==> config.mk <==
export PLATFORM = sky130hd
export DESIGN_NAME = micro_tile_sched
export DESIGN_NICKNAME = d
export VERILOG_FILES = /design/src/rtl/micro_tile_sched.sv
export SDC_FILE = /design/constraint.sdc
export NUM_CORES = 1
export LEC_CHECK = 0
export CORE_MARGIN = 2
export CORE_UTILIZATION = 42
export DETAILED_ROUTE_END_ITERATION = 7
export PLACE_DENSITY = 0.95
export SYNTH_ARGS = -nofsm -noshare
export SYNTH_HDL_FRONTEND = slang
export SYNTH_SLANG_ARGS = --single-unit
==> constraint.sdc <==
create_clock -name clk -period 3.05 [get_ports clk]
set_input_delay 0.4575 -clock clk [delete_from_list [all_inputs] [get_ports clk]]
set_output_delay 0.4575 -clock clk [all_outputs]
set_load 0.005 [all_outputs]
==> src/rtl/micro_tile_sched.sv <==
// Time-shares one 8-bit dedicated I/O slot among NUM_PROJ micro-tile projects.
// Every switch holds all project resets, enables the target, then releases its reset.
module micro_tile_sched #(
    parameter int NUM_PROJ   = 4,
    parameter int IDX_W      = 2,
    parameter int RST_CYCLES = 4
) (
    input  logic                  clk,
    input  logic                  rst_n,
    input  logic [7:0]            ui_in,
    output logic [7:0]            uo_out,
    input  logic                  sel_valid,
    input  logic [IDX_W-1:0]      sel_idx,
    output logic                  sel_ready,
    output logic                  sel_err,
    input  logic [NUM_PROJ*8-1:0] proj_uo,
    output logic [NUM_PROJ-1:0]   proj_ena,
    output logic [NUM_PROJ-1:0]   proj_rst_n,
    output logic [IDX_W-1:0]      active_idx,
    output logic                  busy
);

    // state  | meaning
    // IDLE   | nothing selected, ui_in looped back to uo_out
    // HOLD   | all project resets low for RST_CYCLES cycles
    // ENABLE | target project enabled, still in reset
    // RUN    | target project enabled and out of reset, outputs routed

    localparam int CNT_W = (RST_CYCLES > 1) ? $clog2(RST_CYCLES) : 1;
    localparam logic [CNT_W-1:0] CNT_LOAD   = CNT_W'(RST_CYCLES - 1);
    localparam logic [IDX_W:0]   NUM_PROJ_W = (IDX_W + 1)'(NUM_PROJ);

    typedef enum logic [1:0] {IDLE, HOLD, ENABLE, RUN} state_t;

    logic [1:0]          rst_sync_q;
    logic                rst_n_i;
    state_t              state_q;
    logic [CNT_W-1:0]    cnt_q;
    logic [IDX_W-1:0]    active_idx_q;
    logic [NUM_PROJ-1:0] proj_ena_q;
    logic [NUM_PROJ-1:0] proj_rst_n_q;
    logic                sel_err_q;
    logic                accept;
    logic                idx_ok;
    logic [NUM_PROJ-1:0] active_onehot;

    // Assertion is immediate; release reaches the state flops two edges later.
    always_ff @(posedge clk or negedge rst_n) begin
        if (!rst_n) begin
            rst_sync_q <= '0;
        end else begin
            rst_sync_q <= {rst_sync_q[0], 1'b1};
        end
    end
    assign rst_n_i = rst_sync_q[1];

    assign sel_ready     = rst_n_i && ((state_q == IDLE) || (state_q == RUN));
    assign accept        = sel_valid && sel_ready;
    assign idx_ok        = ({1'b0, sel_idx} < NUM_PROJ_W);
    assign active_onehot = NUM_PROJ'(1) << active_idx_q;

    always_ff @(posedge clk or negedge rst_n_i) begin
        if (!rst_n_i) begin
            state_q      <= IDLE;
            cnt_q        <= '0;
            active_idx_q <= '0;
            proj_ena_q   <= '0;
            proj_rst_n_q <= '0;
            sel_err_q    <= 1'b0;
        end else if (accept && !idx_ok) begin
            sel_err_q <= 1'b1;
        end else if (accept) begin
            state_q      <= HOLD;
            active_idx_q <= sel_idx;
            sel_err_q    <= 1'b0;
            cnt_q        <= CNT_LOAD;
            proj_ena_q   <= '0;
            proj_rst_n_q <= '0;
        end else begin
            case (state_q)
                HOLD: begin
                    if (cnt_q == '0) begin
                        state_q    <= ENABLE;
                        proj_ena_q <= active_onehot;
                    end else begin
                        cnt_q <= cnt_q - 1'b1;
                    end
                end
                ENABLE: begin
                    state_q      <= RUN;
                    proj_rst_n_q <= active_onehot;
                end
                default: ;
            endcase
        end
    end

    assign uo_out     = (state_q == RUN) ? proj_uo[8*active_idx_q +: 8] : ui_in;
    assign busy       = (state_q == HOLD) || (state_q == ENABLE);
    assign proj_ena   = proj_ena_q;
    assign proj_rst_n = proj_rst_n_q;
    assign active_idx = active_idx_q;
    assign sel_err    = sel_err_q;

endmodule
==> results.txt, run 1 <==
worst hold path class -> reg2async
Gate Count Post-Synth -> 115
Die W -> 57.3 um
Clock Tree Root -> clkbuf_4
core area -> 2730 um2
Worst Skew -> 2.55 ps
PD cells -> 819 nW/um2
Setup Viol. Count Final -> 0
post-cts hold buffer count -> 0
postcts setup bufs -> 0
area grow syn2layout -> 57.7%
synthesized area per cell -> 10.4 um2
Starting Density -> 43.7%
vias in the first global route -> 1125
mapped cell area -> 1190 um2
diode count -> 0
number of library cell types mapped by synthesis -> 27
CTS Sinks -> 16
RR Startpoint -> state_q[0]$_DFFE_PN0P_
# resized after CTS -> 0
peak supply drop -> 0.000635 V
drt wl/cell -> 15.0 um
grt total ovfl -> 0
die area -> 3290 um2
Post-DRT Antenna Nets -> 0
YS warnings -> 0
P_leak -> 0.000871 uW
worst setup path startpoint -> state_q[0]$_DFFE_PN0P_
Max Root-Sink Buffers -> 2
crit start category -> register
1st-pass router iterations -> 4
ratio of cells with drive above 1 in the final layout -> 18.3%
CTS tree -> built
WP data arrival -> 2050 ps
Die H -> 57.3 um
post-layout min period -> 2510 ps
Seq/Total Area, Yosys -> 33.5%
initial DRC count -> 46
final layout net count -> 231
wirelength, routed -> 3.16 mm
I/O Buffers -> 64
initial antenna violation count -> 0
maxcap violations -> 0
Synth Register Bits -> 16
RePlAce Congestion -> 0.758
CP Class -> reg2out
overall power -> 1540 uW
fin. max-slew vios -> 0
Worst-Skew Late Latency -> 290 ps
Crit. End Element -> output pin
vias post-DR -> 1072
TritonCTS Buffers -> 3
Residual DRC -> 0
most common cell after layout, fill and taps aside -> clkdlybuf4s50_1
final hold vios -> 0
total negative slack -> 0 ps
post-synthesis net count -> 165
CP required -> 2590 ps
Final period util -> 82.2%
R2R cell count -> 4
total number of H-tree levels -> 1
commonest cells after routing, fill and taps aside -> clkdlybuf4s50_1, dfrtp_1, mux2i_1
clock transition at the registers of the reported paths -> 90 ps
CP max FO -> 9
vias per cell -> 5.08
gr usage total -> 19.2%
hold slack -> 205 ps
status -> complete, no violations
cell row count -> 19
post-DP HPWL -> 2.46 mm
max frequency -> 399 MHz
largest net degree at the start of global routing -> 24
RSZ-0062 raised after global routing -> false
first-pass GRT wire length -> 4.92 mm
Ports -> 66
-- final cells by class --
class	count	area, um2
timing repair buffer	68	671
multi-input combinational	79	689
tap	31	38.8
sequential	16	400
fill	217	850
inverter	13	48.8
clock buffer	4	36.3
-- cell usage after synthesis --
cell / number / area [um2]
mux2_4: 8 / 120
nand2_1: 8 / 30.0
nand2_2: 7 / 43.8
o211ai_1: 1 / 7.51
mux2i_1: 14 / 140
nand3_1: 1 / 5.00
o32a_1: 1 / 10.0
ha_1: 5 / 62.6
and3_1: 1 / 6.26
a21oi_1: 3 / 15.0
and2b_1: 1 / 7.51
o221ai_2: 8 / 120
conb_1: 2 / 7.51
nand2b_1: 2 / 12.5
dfrtp_1: 16 / 400
o21a_1: 1 / 7.51
clkbuf_1: 1 / 3.75
o21ai_0: 1 / 5.00
buf_4: 4 / 30.0
mux2_2: 2 / 22.5
inv_1: 13 / 48.8
nand4_1: 1 / 6.26
nor2b_1: 3 / 18.8
nor2_1: 7 / 26.3
xnor2_1: 1 / 8.76
buf_6: 2 / 22.5
and2_1: 1 / 6.26
-- layer usage --
metal | part of all wire [%] | up-vias | GRT usage (%)
met1 | 42 | 492 | 22.2
li1 | - | 517 | -
met3 | 8.1 | 5 | 3.85
met2 | 49 | 58 | 35.7
met5 | 0 | - | 0
met4 | 0.98 | 0 | 4.98
-- state kept, by name, summed over array words and instances, names as in the netlist --
| register | flops |
|---|---|
| state_q | 2 |
| rst_sync_q | 2 |
| cnt_q | 2 |
| proj_rst_n | 4 |
| proj_ena | 4 |
| active_idx | 2 |
-- through the flow --
stage | instance area, um2 | utilization, % | setup WS [ps] | std cells
3_5_place_dp | 1850 | 67.6 | 835 | 207
4_1_cts | 1880 | 68.9 | 524 | 211
5_1_grt | 1880 | 68.9 | 434 | 211
6_report | 1880 | 68.9 | 543 | 211
3_3_place_gp | 1850 | 67.6 | 837 | 207
2_1_floorplan | 1190 | - | 1370 | 115
-- cells by family (layout without fill, tap and decap cells) --
family	count (synthesis)	in the layout	share of synthesized area, %
AOI/OAI and AO/OA	15	15	13.8
xor gates and xnor gates	1	1	0.733
adders and majority gates	5	5	5.24
buffers and inverters	20	85	8.80
DFF	16	16	33.5
muxes	24	24	23.7
other	2	2	0.629
and+or+nand+nor	32	32	13.6
-- power by group --
part,leakage (uW),internal [uW],switching [uW]
clock network,0.0000210,72.8,66.6
logic,0.000652,610,447
registers,0.000199,288,59.2
total,0.000871,971,572
-- final timing paths --
kind	to	slack [ps]
setup / recovery	uo_out[5]	540
hold reg to reg	proj_rst_n[0]$_DFFE_PN0P_	210
hold / removal	proj_rst_n[0]$_DFFE_PN0P_	210
max in group asynchronous	rst_sync_q[0]$_DFF_PN0_	2620
setup reg to reg	active_idx[0]$_DFFE_PN0P_	1310
min in group clk	rst_sync_q[1]$_DFF_PN0_	360
-- critical path, cell delays in order, from the launching register on --
cell	delay [ps]
dfrtp_1	430
ha_1	180
buf_4	200
nand2_2	200
o221ai_2	220
clkdlybuf4s50_1	530
Note: power is estimated with default switching activity, not from simulation.
==> run 2: changes to the inputs <==
- CORE_UTILIZATION: 42 -> 35
- PLACE_DENSITY: 0.95 -> 0.87
- clock period: 3.05 -> 2.1 ns (I/O delays scaled with it)
==> results.txt, run 2 (synthesis gave the netlist of run 1 again) <==
total number of H-tree levels -> 1 (unchanged)
Ports -> 66 (unchanged)
final layout net count -> 239 (was 231)
PD cells -> 1200 nW/um2 (was 819 nW/um2)
initial DRC count -> 20 (was 46)
Setup Viol. Count Final -> 0 (unchanged)
Starting Density -> 36.1% (was 43.7%)
cell row count -> 21 (was 19)
FF-to-FF End -> active_idx[0]$_DFFE_PN0P_ (unchanged)
Max Root-Sink Buffers -> 2 (unchanged)
1st-pass router iterations -> 2 (was 4)
Post-DRT Antenna Nets -> 0 (unchanged)
core area -> 3310 um2 (was 2730 um2)
maxcap violations -> 0 (unchanged)
Residual DRC -> 0 (unchanged)
Die W -> 62.4 um (was 57.3 um)
fillcell total -> 281 (was 217)
RR Startpoint -> state_q[0]$_DFFE_PN0P_ (unchanged)
R2R Setup Slk -> 610 ps (was 1310 ps)
overall power -> 2410 uW (was 1540 uW)
Crit. End Element -> output pin (unchanged)
Final Util -> 60.5% (was 68.9%)
CP max FO -> 5 (was 9)
wirelength, routed -> 3.24 mm (was 3.16 mm)
worst hold path class -> reg2async (unchanged)
initial antenna violation count -> 0 (unchanged)
most common cell after layout, fill and taps aside -> clkdlybuf4s50_1 (unchanged)
grt total ovfl -> 0 (unchanged)
max frequency -> 487 MHz
post-cts hold buffer count -> 0 (unchanged)
P_leak -> 0.000937 uW (was 0.000871 uW)
CP Class -> reg2out (unchanged)
worst setup path startpoint -> state_q[0]$_DFFE_PN0P_ (unchanged)
R2R cell count -> 4 (unchanged)
CP Capture Point -> uo_out[5] (unchanged)
status -> complete, no violations (unchanged)
vias in the first global route -> 1107 (was 1125)
post-layout min period -> 2050 ps
CTS tree -> built (unchanged)
die area -> 3900 um2 (was 3290 um2)
area grow syn2layout -> 67.6% (was 57.7%)
CTS Sinks -> 16 (unchanged)
vias post-DR -> 1081 (was 1072)
fin. max-slew vios -> 0 (unchanged)
Final period util -> 97.7%
TritonCTS Buffers -> 3 (unchanged)
first-pass GRT wire length -> 5.06 mm (was 4.92 mm)
ratio of cells with drive above 1 in the final layout -> 23.9% (was 18.3%)
I/O Buffers -> 64 (unchanged)
diode count -> 0 (unchanged)
Clock Tree Root -> clkbuf_4 (unchanged)
final hold vios -> 0 (unchanged)
Die H -> 62.4 um (was 57.3 um)
crit start category -> register (unchanged)
Worst Skew -> 8.58 ps (was 2.55 ps)
largest net degree at the start of global routing -> 24 (unchanged)
peak supply drop -> 0.000608 V (was 0.000635 V)
CP required -> 1780 ps (was 2590 ps)
RePlAce Congestion -> 0.746 (was 0.758)
post-DP HPWL -> 2.42 mm (was 2.46 mm)
Worst-Skew Late Latency -> 290 ps (about the same)
clock transition at the registers of the reported paths -> 100 ps (was 90 ps)
WP data arrival -> 1740 ps (was 2050 ps)
drt wl/cell -> 13.9 um (was 15.0 um)
gr usage total -> 16.1% (was 19.2%)
commonest cells after routing, fill and taps aside -> clkdlybuf4s50_1, mux2i_1, dfrtp_1 (was clkdlybuf4s50_1, dfrtp_1, mux2i_1)
vias per cell -> 4.62 (was 5.08)
[run 2: stage by stage]
step	hold slack [ps]	area (um2)	cells	setup slack, ps	TNS (ps)
2_1_floorplan	19.4	1190	115	566	0
3_3_place_gp	102	1890	224	198	0
3_5_place_dp	120	1890	224	168	0
6_report	107	2000	234	48.6	0
4_1_cts	128	1970	234	12.3	0
5_1_grt	152	2000	234	-2.18	-2.18
[run 2: final cells by class]
| cell class | instances | area, um2 | area share [%] |
|---|---|---|---|
| Tap cell | 46 | 57.6 | 2.87 |
| Clock buffer | 4 | 36.3 | 1.81 |
| Sequential cell | 16 | 403 | 20.1 |
| Multi-Input combinational cell | 79 | 714 | 35.7 |
| Timing Repair Buffer | 76 | 743 | 37.1 |
| Inverter | 13 | 48.8 | 2.44 |
[run 2: how the worst min path moves through the flow]
stage                                       start                        end  cells past startpoint  slack (ps)
after floorplan                             rst_n    rst_sync_q[0]$_DFF_PN0_                      0          20
after global placement    rst_sync_q[1]$_DFF_PN0_     state_q[1]$_DFFE_PN0P_                      0         100
after detailed placement  rst_sync_q[1]$_DFF_PN0_  proj_rst_n[3]$_DFFE_PN0P_                      0         120
after CTS                 rst_sync_q[1]$_DFF_PN0_  proj_rst_n[3]$_DFFE_PN0P_                      0         130
after global routing      rst_sync_q[1]$_DFF_PN0_  active_idx[1]$_DFFE_PN0P_                      0         150
final                     rst_sync_q[1]$_DFF_PN0_  active_idx[1]$_DFFE_PN0P_                      0         110
[run 2: where the power goes]
part           total (uW)  internal [uW]  switching [uW]  leakage, uW
registers             508            422            85.1     0.000197
logic                1700            990             706     0.000719
clock network         202            105            96.2    0.0000210
[run 2: timing repair]
action,in CTS,in global routing
setup endpoints to repair,9,8
buffers inserted,6,0
pin swaps,1,1
resized for setup,9,12
cloned,0,0
[run 2: critical path, cell delays in order, from the launching register on]
cell and delay (ps):
dfrtp_2 450, ha_4 180, nor2b_1 120, buf_4 150, buf_4 140, nand2_2 50, o221ai_2 70, dlygate4sd2_1 280
[run 2: routing by layer]
metal,vias up,global-route usage (%),part of all wire (%)
met5,-,0,0
met4,0,5.00,1.5
met3,6,2.16,3.5
met2,21,30.2,54
met1,516,18.8,41
li1,538,-,-
